===== src/rtl/cached_mem_ctrl_if.sv =====
// Bus interface for cached_mem_ctrl: CPU request/response channel plus backing-memory channel.
// The controller uses the slave modport; the CPU/memory side uses master.
interface cached_mem_ctrl_if #(
  parameter int DATA_WIDTH = 8,
  parameter int ADDR_WIDTH = 32
);
  logic                  req_valid;
  logic                  req_ready;
  logic                  req_write;
  logic [ADDR_WIDTH-1:0] req_addr;
  logic [DATA_WIDTH-1:0] req_wdata;
  logic                  resp_valid;
  logic [DATA_WIDTH-1:0] resp_rdata;
  logic                  mem_req;
  logic                  mem_write;
  logic [ADDR_WIDTH-1:0] mem_addr;
  logic [DATA_WIDTH-1:0] mem_wdata;
  logic                  mem_ack;
  logic [DATA_WIDTH-1:0] mem_rdata;

  modport slave (
    input  req_valid, req_write, req_addr, req_wdata, mem_ack, mem_rdata,
    output req_ready, resp_valid, resp_rdata, mem_req, mem_write, mem_addr, mem_wdata
  );

  modport master (
    output req_valid, req_write, req_addr, req_wdata, mem_ack, mem_rdata,
    input  req_ready, resp_valid, resp_rdata, mem_req, mem_write, mem_addr, mem_wdata
  );
endinterface


===== src/rtl/cached_mem_ctrl.sv =====
// Direct-mapped, write-through cache controller with CPU valid/ready and memory req/ack handshakes.
// Optional hit/miss counters are enabled by defining CACHE_STATS_EN.
module cached_mem_ctrl #(
  parameter int DATA_WIDTH = 8,
  parameter int ADDR_WIDTH = 32,
  parameter int LINES      = 16
) (
  input  logic             clk,
  input  logic             reset,
  input  logic             flush,
  cached_mem_ctrl_if.slave bus
`ifdef CACHE_STATS_EN
  ,
  output logic [31:0]      hit_count,
  output logic [31:0]      miss_count
`endif
);
  localparam int IDX_W = $clog2(LINES);
  localparam int TAG_W = ADDR_WIDTH - IDX_W;

  typedef enum logic [1:0] {IDLE, RD_MISS, WR_MEM, RESP} state_e;

  state_e                state_q, state_d;
  logic                  mem_req_q, mem_req_d;
  logic                  mem_write_q, mem_write_d;
  logic [ADDR_WIDTH-1:0] mem_addr_q, mem_addr_d;
  logic [DATA_WIDTH-1:0] mem_wdata_q, mem_wdata_d;
  logic                  resp_valid_q, resp_valid_d;
  logic [DATA_WIDTH-1:0] resp_rdata_q, resp_rdata_d;

  logic [LINES-1:0]      valid_q;
  logic [TAG_W-1:0]      tag_q  [LINES];
  logic [DATA_WIDTH-1:0] data_q [LINES];

  logic [IDX_W-1:0]      req_idx, cap_idx, line_idx;
  logic [TAG_W-1:0]      req_tag, cap_tag, line_tag;
  logic [DATA_WIDTH-1:0] line_data;
  logic                  line_we, flush_all, hit, accept;

  assign req_idx = bus.req_addr[IDX_W-1:0];
  assign req_tag = bus.req_addr[ADDR_WIDTH-1:IDX_W];
  assign cap_idx = mem_addr_q[IDX_W-1:0];
  assign cap_tag = mem_addr_q[ADDR_WIDTH-1:IDX_W];
  assign hit     = valid_q[req_idx] && (tag_q[req_idx] == req_tag);

  assign bus.req_ready  = (state_q == IDLE) && !flush && !reset;
  assign accept         = bus.req_valid && bus.req_ready;
  assign bus.mem_req    = mem_req_q;
  assign bus.mem_write  = mem_write_q;
  assign bus.mem_addr   = mem_addr_q;
  assign bus.mem_wdata  = mem_wdata_q;
  assign bus.resp_valid = resp_valid_q;
  assign bus.resp_rdata = resp_rdata_q;

  // A single line write port serves both the write-hit update and the miss refill.
  always_comb begin
    state_d      = state_q;
    mem_req_d    = mem_req_q;
    mem_write_d  = mem_write_q;
    mem_addr_d   = mem_addr_q;
    mem_wdata_d  = mem_wdata_q;
    resp_valid_d = 1'b0;
    resp_rdata_d = '0;
    line_we      = 1'b0;
    line_idx     = req_idx;
    line_tag     = req_tag;
    line_data    = bus.req_wdata;
    flush_all    = 1'b0;
    case (state_q)
      IDLE: begin
        if (flush) begin
          flush_all = 1'b1;
        end else if (accept) begin
          mem_addr_d = bus.req_addr;
          if (bus.req_write) begin
            line_we     = hit;
            state_d     = WR_MEM;
            mem_req_d   = 1'b1;
            mem_write_d = 1'b1;
            mem_wdata_d = bus.req_wdata;
          end else if (hit) begin
            state_d      = RESP;
            resp_valid_d = 1'b1;
            resp_rdata_d = data_q[req_idx];
          end else begin
            state_d     = RD_MISS;
            mem_req_d   = 1'b1;
            mem_write_d = 1'b0;
          end
        end
      end
      RD_MISS: begin
        if (bus.mem_ack) begin
          line_we      = 1'b1;
          line_idx     = cap_idx;
          line_tag     = cap_tag;
          line_data    = bus.mem_rdata;
          state_d      = RESP;
          resp_valid_d = 1'b1;
          resp_rdata_d = bus.mem_rdata;
          mem_req_d    = 1'b0;
        end
      end
      WR_MEM: begin
        if (bus.mem_ack) begin
          state_d      = RESP;
          resp_valid_d = 1'b1;
          mem_req_d    = 1'b0;
        end
      end
      RESP:    state_d = IDLE;
      default: state_d = IDLE;
    endcase
  end

  // Tag and data arrays are deliberately left uncleared by reset; only valid bits are.
  always_ff @(posedge clk) begin
    if (reset) begin
      state_q      <= IDLE;
      mem_req_q    <= 1'b0;
      mem_write_q  <= 1'b0;
      mem_addr_q   <= '0;
      mem_wdata_q  <= '0;
      resp_valid_q <= 1'b0;
      resp_rdata_q <= '0;
      valid_q      <= '0;
    end else begin
      state_q      <= state_d;
      mem_req_q    <= mem_req_d;
      mem_write_q  <= mem_write_d;
      mem_addr_q   <= mem_addr_d;
      mem_wdata_q  <= mem_wdata_d;
      resp_valid_q <= resp_valid_d;
      resp_rdata_q <= resp_rdata_d;
      if (flush_all) begin
        valid_q <= '0;
      end else if (line_we) begin
        valid_q[line_idx] <= 1'b1;
      end
      if (line_we) begin
        tag_q[line_idx]  <= line_tag;
        data_q[line_idx] <= line_data;
      end
    end
  end

`ifdef CACHE_STATS_EN
  logic [31:0] hit_count_q, hit_count_d;
  logic [31:0] miss_count_q, miss_count_d;

  always_comb begin
    hit_count_d  = hit_count_q;
    miss_count_d = miss_count_q;
    if (accept && !bus.req_write) begin
      if (hit) hit_count_d = hit_count_q + 32'd1;
      else     miss_count_d = miss_count_q + 32'd1;
    end
  end

  always_ff @(posedge clk) begin
    if (reset) begin
      hit_count_q  <= '0;
      miss_count_q <= '0;
    end else begin
      hit_count_q  <= hit_count_d;
      miss_count_q <= miss_count_d;
    end
  end

  assign hit_count  = hit_count_q;
  assign miss_count = miss_count_q;
`endif
endmodule

===== src/flat_wrapper.sv =====
// flat-port wrapper written by rule: the top's interface ports become plain ports
module cached_mem_ctrl_flat 
#(
  parameter int DATA_WIDTH = 8,
  parameter int ADDR_WIDTH = 32,
  parameter int LINES      = 16
)
  (clk, reset, flush, bus_req_valid, bus_req_write, bus_req_addr, bus_req_wdata, bus_mem_ack, bus_mem_rdata, bus_req_ready, bus_resp_valid, bus_resp_rdata, bus_mem_req, bus_mem_write, bus_mem_addr, bus_mem_wdata);
  cached_mem_ctrl_if #(.DATA_WIDTH(DATA_WIDTH), .ADDR_WIDTH(ADDR_WIDTH)) bus_i ();
  input  logic clk;
  input  logic reset;
  input  logic flush;
  input wire logic [$bits(bus_i.req_valid)-1:0] bus_req_valid;
  input wire logic [$bits(bus_i.req_write)-1:0] bus_req_write;
  input wire logic [$bits(bus_i.req_addr)-1:0] bus_req_addr;
  input wire logic [$bits(bus_i.req_wdata)-1:0] bus_req_wdata;
  input wire logic [$bits(bus_i.mem_ack)-1:0] bus_mem_ack;
  input wire logic [$bits(bus_i.mem_rdata)-1:0] bus_mem_rdata;
  output wire logic [$bits(bus_i.req_ready)-1:0] bus_req_ready;
  output wire logic [$bits(bus_i.resp_valid)-1:0] bus_resp_valid;
  output wire logic [$bits(bus_i.resp_rdata)-1:0] bus_resp_rdata;
  output wire logic [$bits(bus_i.mem_req)-1:0] bus_mem_req;
  output wire logic [$bits(bus_i.mem_write)-1:0] bus_mem_write;
  output wire logic [$bits(bus_i.mem_addr)-1:0] bus_mem_addr;
  output wire logic [$bits(bus_i.mem_wdata)-1:0] bus_mem_wdata;
  assign bus_i.req_valid = bus_req_valid;
  assign bus_i.req_write = bus_req_write;
  assign bus_i.req_addr = bus_req_addr;
  assign bus_i.req_wdata = bus_req_wdata;
  assign bus_i.mem_ack = bus_mem_ack;
  assign bus_i.mem_rdata = bus_mem_rdata;
  assign bus_req_ready = bus_i.req_ready;
  assign bus_resp_valid = bus_i.resp_valid;
  assign bus_resp_rdata = bus_i.resp_rdata;
  assign bus_mem_req = bus_i.mem_req;
  assign bus_mem_write = bus_i.mem_write;
  assign bus_mem_addr = bus_i.mem_addr;
  assign bus_mem_wdata = bus_i.mem_wdata;
  cached_mem_ctrl #(.DATA_WIDTH(DATA_WIDTH), .ADDR_WIDTH(ADDR_WIDTH), .LINES(LINES)) u_core (.clk(clk), .reset(reset), .flush(flush), .bus(bus_i));
endmodule

===== config.mk =====
export PLATFORM = sky130hd
export DESIGN_NAME = cached_mem_ctrl_flat
export DESIGN_NICKNAME = d
export VERILOG_FILES = /design/src/rtl/cached_mem_ctrl_if.sv /design/src/rtl/cached_mem_ctrl.sv /design/src/flat_wrapper.sv
export SDC_FILE = /design/constraint.sdc
export NUM_CORES = 1
export LEC_CHECK = 0
export ABC_CLOCK_PERIOD_IN_PS = 7530
export CAP_MARGIN = 20
export CORE_ASPECT_RATIO = 1.25
export CORE_MARGIN = 4
export CORE_UTILIZATION = 63
export CTS_BUF_LIST = sky130_fd_sc_hd__clkbuf_4 sky130_fd_sc_hd__clkbuf_8
export CTS_CLUSTER_DIAMETER = 60
export CTS_CLUSTER_SIZE = 24
export DETAILED_ROUTE_END_ITERATION = 10
export GPL_TIMING_DRIVEN = 1
export PLACE_DENSITY = 0.79
export SLEW_MARGIN = 20
export SYNTH_ARGS = -nofsm -noshare
export SYNTH_HDL_FRONTEND = slang
export SYNTH_SLANG_ARGS = --single-unit

===== constraint.sdc =====
create_clock -name clk -period 7.53 [get_ports clk]
set_input_delay 1.506 -clock clk [delete_from_list [all_inputs] [get_ports clk]]
set_output_delay 1.506 -clock clk [all_outputs]
set_load 0.005 [all_outputs]

# Yosys cells after proc, flatten, opt, wreduce, memory -nomap -nowiden
# Memories as Yosys holds them, arrays and structs flattened.
# Index checks and enable logic that the tools add are counted.
# W data, S select, Z words.
dict set report classes {
  n_lt_le_gt_ge 3
  n_eq_ne 9
  mux 45
  bitwise_logic 2
  n_reduce_logical 16
}
# operator count
set ops {}
lappend ops {{$mux W28} 2}
lappend ops {{$mux W8} 7}
lappend ops {{$eq A28 B28 Y1} 1}
lappend ops {{$mux W1} 22}
lappend ops {{$or A16 B16 Y16} 1}
lappend ops {{$pmux W8 S2} 1}
lappend ops {{$lt A4 B5 Y1 const B} 2}
lappend ops {{$mux W2} 5}
lappend ops {{$mux W4} 2}
lappend ops {{$reduce_and A4 Y1} 2}
lappend ops {{$pmux W1 S2} 3}
lappend ops {{$pmux W2 S3} 1}
lappend ops {{$reduce_and A3 Y1} 2}
lappend ops {{$logic_and A1 B1 Y1} 5}
lappend ops {{$reduce_and A5 Y1} 1}
lappend ops {{$bmux W1 S4} 1}
lappend ops {{$demux W1 S4} 1}
lappend ops {{$eq A2 B2 Y1 const B} 2}
lappend ops {{$ge A4 B1 Y1 const B} 1}
lappend ops {{$ne A2 B1 Y1 const B} 2}
lappend ops {{$ne A2 B2 Y1 const B} 2}
lappend ops {{$reduce_or A2 Y1} 2}
lappend ops {{$ne A3 B3 Y1 const B} 1}
lappend ops {{$eq A2 B1 Y1 const B} 1}
lappend ops {{other kinds (4)} 5}
dict set report word_totals {
  ff_bits 69
  ram_bits 576
  inputBits 54
  out_inout_bits 52
  elab_cells 85
  mem_count 2
}
# name depth word_bits read_ports rd_ports_with_merged_regs write_ports line
set mem_list {}
lappend mem_list {u_core.tag_q 16 28 1 0 1 cached_mem_ctrl.sv:32} ;# logic [TAG_W-1:0] tag_q [LINES];
lappend mem_list {u_core.data_q 16 8 1 0 1 cached_mem_ctrl.sv:33} ;# logic [DATA_WIDTH-1:0] data_q [LINES];

# Depth between registers and ports, before layout
dict set report depth {
  ltp_word 10
  ltp_mapped 14
  ltp_nobuf 10
}

# Least setup slack after synthesis
# OpenSTA, ideal clock, no wires.
dict set report synth_timing {
  path_type {input port to flip-flop}
  startpoint {input port bus_req_addr[2]}
  endpoint {memory u_core.data_q[10][0] (enable)}
  setup_time_ps 474
  arrival_time_ps 6542
  t_required_ps 7056
  path_slack_ps 514
  cell_stages 11
  n_path_buf 4
  path_cell_list {buf_4 buf_2 buf_1 buf_1 mux2i_1 xor2_1 a31oi_1 nor4_1 nand4_2 o31a_1 nor3_1}
}
dict set report synth_via {
  elab_chain_len 10
  word_cells_on_any_way 14
  classes_between {eq/ne: 1; mux: 11; reduce/logical: 1; memory: 1}
}
# item line
set synth_rtl {}
lappend synth_rtl {{start, declared} flat_wrapper.sv:15} ;# input wire logic [$bits(bus_i.req_addr)-1:0] bus_req_addr;
lappend synth_rtl {{$mem_v2 Z16 W28 or $bmux W1 S4 (tied branches)} --}
lappend synth_rtl {{$eq A28 B28 Y1 or $mux W1 (tied branches)} cached_mem_ctrl.sv:44} ;# assign hit = valid_q[req_idx] && (tag_q[req_idx] == req_tag);
lappend synth_rtl {{$logic_and A1 B1 Y1} cached_mem_ctrl.sv:44}
lappend synth_rtl {{$mux W1} cached_mem_ctrl.sv:75} ;# if (bus.req_write) begin
lappend synth_rtl {{$mux W1} cached_mem_ctrl.sv:73} ;# end else if (accept) begin
lappend synth_rtl {{$mux W1} cached_mem_ctrl.sv:71} ;# if (flush) begin
lappend synth_rtl {{$pmux W1 S2} cached_mem_ctrl.sv:69} ;# case (state_q)
lappend synth_rtl {{$mux W1} cached_mem_ctrl.sv:140} ;# if (line_we) begin
lappend synth_rtl {{$mux W1} cached_mem_ctrl.sv:118} ;# if (reset) begin
lappend synth_rtl {{$mux W1 (not written as such)} cached_mem_ctrl.sv:142} ;# data_q[line_idx] <= line_data;
lappend synth_rtl {{end, declared} cached_mem_ctrl.sv:33}
# Several ways; a longest one is shown, not always the timed one. The select of a mux whose other input is x is not followed.

# Worst setup path in the final report
dict set report layout_timing {
  startpoint {input port bus_req_addr[1]}
  endpoint {memory u_core.data_q[5][3] (enable)}
}
# The elaborated chain is that of the path after synthesis.

==> flow_summary.toml <==
[run_status]
status = "completed"

[cts]
clock_latency_ns = 0.62
postCtsSetupBuffers = 0
cts_tree = "built"
clockBufferDepth = 3
htree_levels = 2
cts_root_buffer = "clkbuf_8"
cts_resized = 0
ctsHoldBuffers = 0
cts.sinks = 645
cts_made_buffers = 35
cts.clk_slew.worst_paths_ns = 0.13

[worst_setup_path]
critPathLaunchType = "primary input"
required_ns = 7.79
r2r_start = "u_core.tag_q[2][10]"
r2r.worst_path.cells = 10
crit_fanout = 55
crit_start = "bus_req_addr[1]"
rr_endpoint = "u_core.data_q[5][3]"
rrSetupSlack_ns = 2.92
crit_type = "primary input to register"
endpoint = "u_core.data_q[5][3]"
critPathCaptureType = "register"
critPathArrivalTime_ns = 6.35

[power]
clock_power_share_pct = 26.0
swShare_pct = 23.6
cell_internal_pwr_mw = 4.89
pwr_density_cell_nw_per_um2 = 227
ir_worst_vdd_mv = 0.185
p_sw_mw = 1.51
power_leakage_nw = 9.04
p_seq_share_pct = 63.4
p_comb_share_pct = 10.6

[global_routing]
grt_pass1_vias = 13700
grt_overflow_total = 0
grt_use_total_pct = 27.0
grt_pass1_wl_um = 87400
grt_max_degree = 77
antenna_found_initial = 2

[drt]
route.detailed.drc = 0
via_per_inst = 6.43
antenna_left = 0
vias = 13700
drt-initial-drc-count = 1585
wl_per_cell_um = 27.6
wl_um = 58900
drt_first_pass_iters = 6

[floorplan]
core_area_um2 = 40100
dieWidth_um = 188
start_util_pct = 63.9
die_h_um = 233
die_area_um2 = 44000
core.rowCount = 82
pin_count = 106

[logic_synthesis]
avgSynthCellArea_um2 = 17.5
ys_seq_area_share_pct = 72.9
synth_ff_type = "edfxtp_1"
async_reset_ff_share_pct = 0
synth.distinct_cells = 56
synth_enable_flop_cells = 576
syn_nets = 1518
ys_ff_latch = 645
synth_area_um2 = 25600
netlist_instances = 1461
ys_warn_count = 0

[sta]
maxSlewViolCount = 0
max_freq_mhz = 164
tightest_slew_ns = 1.01
finalCriticalPeriod_ns = 6.09
max-slew-margin-rel_pct = 33.0
setup_viol = 0
rsz0062_at_grt = "no"
finalHoldViolCount = 0
finalCritPeriodShare_pct = 80.9
clock_skew_ns = 0.0372
fin_tns_setup_ns = 0

[flow_run]
cap_violations = 0

[placement]
io_buffers = 105
gp_congestion = 0.853
dp.cells = 2072
hpwl_um = 35700

[cells_and_area]
area_delta_synth_final_pct = 9.88
drive_above_1_share_pct = 17.4
nFillCells = 2503
fin_cells = 2136
final_common_cell = "edfxtp_1"
nets = 1620
final_cell_mix = "edfxtp_1, nand2_1, mux4_2, clkdlybuf4s50_1, dfxtp_1"

[worst_hold_path]
hold_path_class = "register to register"
## power by group through the flow
stage	Clock, mW	Sequential (mW)	Combinational [mW]
floorplan	0	4.13	0.413
global placement	0	4.13	0.652
detailed placement	0	4.14	0.677
CTS	1.68	4.05	0.678
global route	1.83	4.06	0.735
finish	1.66	4.05	0.680
## cells by family (layout without fill, tap and decap cells)
family                     count (synthesis)  after routing  share of synthesized area [%]
DFF                                      645            645                           72.9
and+or+nand+nor                          315            315                           5.12
other                                      0              1                              0
muxes                                    207            207                           14.8
AOI/OAI and AO/OA                        149            149                           3.72
buffers and inverters                     97            225                           1.76
xor gates and xnor gates                  45             45                           1.54
adders and majority gates                  3              3                          0.147
## layer usage
| layer | vias up | share of wire [%] | GRT usage [%] | wire [µm] |
|---|---|---|---|---|
| met2 | 680 | 51 | 45.8 | 30200 |
| met5 | - | 0.017 | 0 | 10 |
| li1 | 5876 | - | - | - |
| met3 | 113 | 8.0 | 4.59 | 4690 |
| met4 | 2 | 3.0 | 8.25 | 1790 |
| met1 | 7073 | 38 | 36.7 | 22200 |
## synthesized netlist by cell type, types with 3 or more instances
library cell,number,share of area [%]
clkbuf_1,39,0.57
nand2_1,241,3.5
mux2i_1,68,2.7
buf_1,9,0.13
edfxtp_1,576,68
nand3_1,8,0.16
buf_4,10,0.29
dfxtp_1,69,5.4
ha_1,3,0.15
a22o_1,7,0.24
a21o_1,3,0.088
o21ai_0,26,0.51
buf_2,19,0.37
o21ai_1,8,0.16
a22oi_1,8,0.23
a221oi_1,11,0.38
mux4_2,137,12
nor4_1,4,0.098
a211oi_1,6,0.18
o21a_1,3,0.088
nor3_1,20,0.39
a21oi_1,51,1.0
a31oi_1,3,0.073
o22ai_1,8,0.20
xor2_1,14,0.48
inv_1,16,0.23
xnor2_1,31,1.1
nor2b_1,5,0.12
and2_1,7,0.17
nor2_1,12,0.18
nand2b_1,7,0.17
## through the flow
stage | power (mW) | cell area, µm² | util, % | hold WS, ns | setup WS, ns
after floorplan | 4.54 | 25600 | - | 0.420 | 0.514
after global placement | 4.78 | 27400 | 68.3 | 0.429 | 0.936
after detailed placement | 4.81 | 27400 | 68.3 | 0.443 | 0.863
after CTS | 6.42 | 28100 | 70.2 | 0.463 | 1.51
after global routing | 6.62 | 28100 | 70.2 | 0.485 | 1.35
final | 6.40 | 28100 | 70.2 | 0.462 | 1.44
## sequential cells by signal, indices dropped and copies added, names as in the netlist, 2 cells and up
signal	cells
u_core.state_q	2
u_core.bus.mem_addr	32
u_core.bus.resp_rdata	8
u_core.bus.mem_wdata	8
u_core.data_q	128
u_core.valid_q	16
u_core.tag_q	448
## worst max-delay path, stage by stage
cell	delay (ns)
buf_4	0.60
buf_12	0.40
mux4_2	0.56
mux2i_1	0.19
o21ai_0	0.11
nor4_1	0.38
a21oi_1	0.19
a2111oi_2	0.53
nand4_2	0.39
o31a_1	0.53
nor3_2	0.23
buf_4	0.59
## area by class of cell
| cell class | instances | area (µm²) | area share, % |
|---|---|---|---|
| inverters | 17 | 63.8 | 0.227 |
| well taps | 546 | 683 | 2.43 |
| clock inverters | 11 | 126 | 0.449 |
| clock buffers | 52 | 634 | 2.25 |
| diodes | 1 | 2.50 | 0.00889 |
| multi-input cells | 719 | 6580 | 23.4 |
| flip-flops and latches | 645 | 18700 | 66.4 |
| repair buffers | 145 | 1380 | 4.90 |
## worst min-delay path by stage
stage	start	to	slack, ns	depth (start not counted)
2_1_floorplan	u_core.valid_q[10]	u_core.valid_q[10]	0.42	2
3_3_place_gp	u_core.valid_q[10]	u_core.valid_q[10]	0.43	2
3_5_place_dp	u_core.valid_q[15]	u_core.valid_q[15]	0.44	2
4_1_cts	u_core.bus.mem_wdata[0]	u_core.bus.mem_wdata[0]	0.46	2
5_1_grt	u_core.bus.mem_wdata[0]	u_core.bus.mem_wdata[0]	0.48	2
6_report	u_core.bus.mem_wdata[0]	u_core.bus.mem_wdata[0]	0.46	2
No activity file was read; power rests on OpenSTA's default activity.
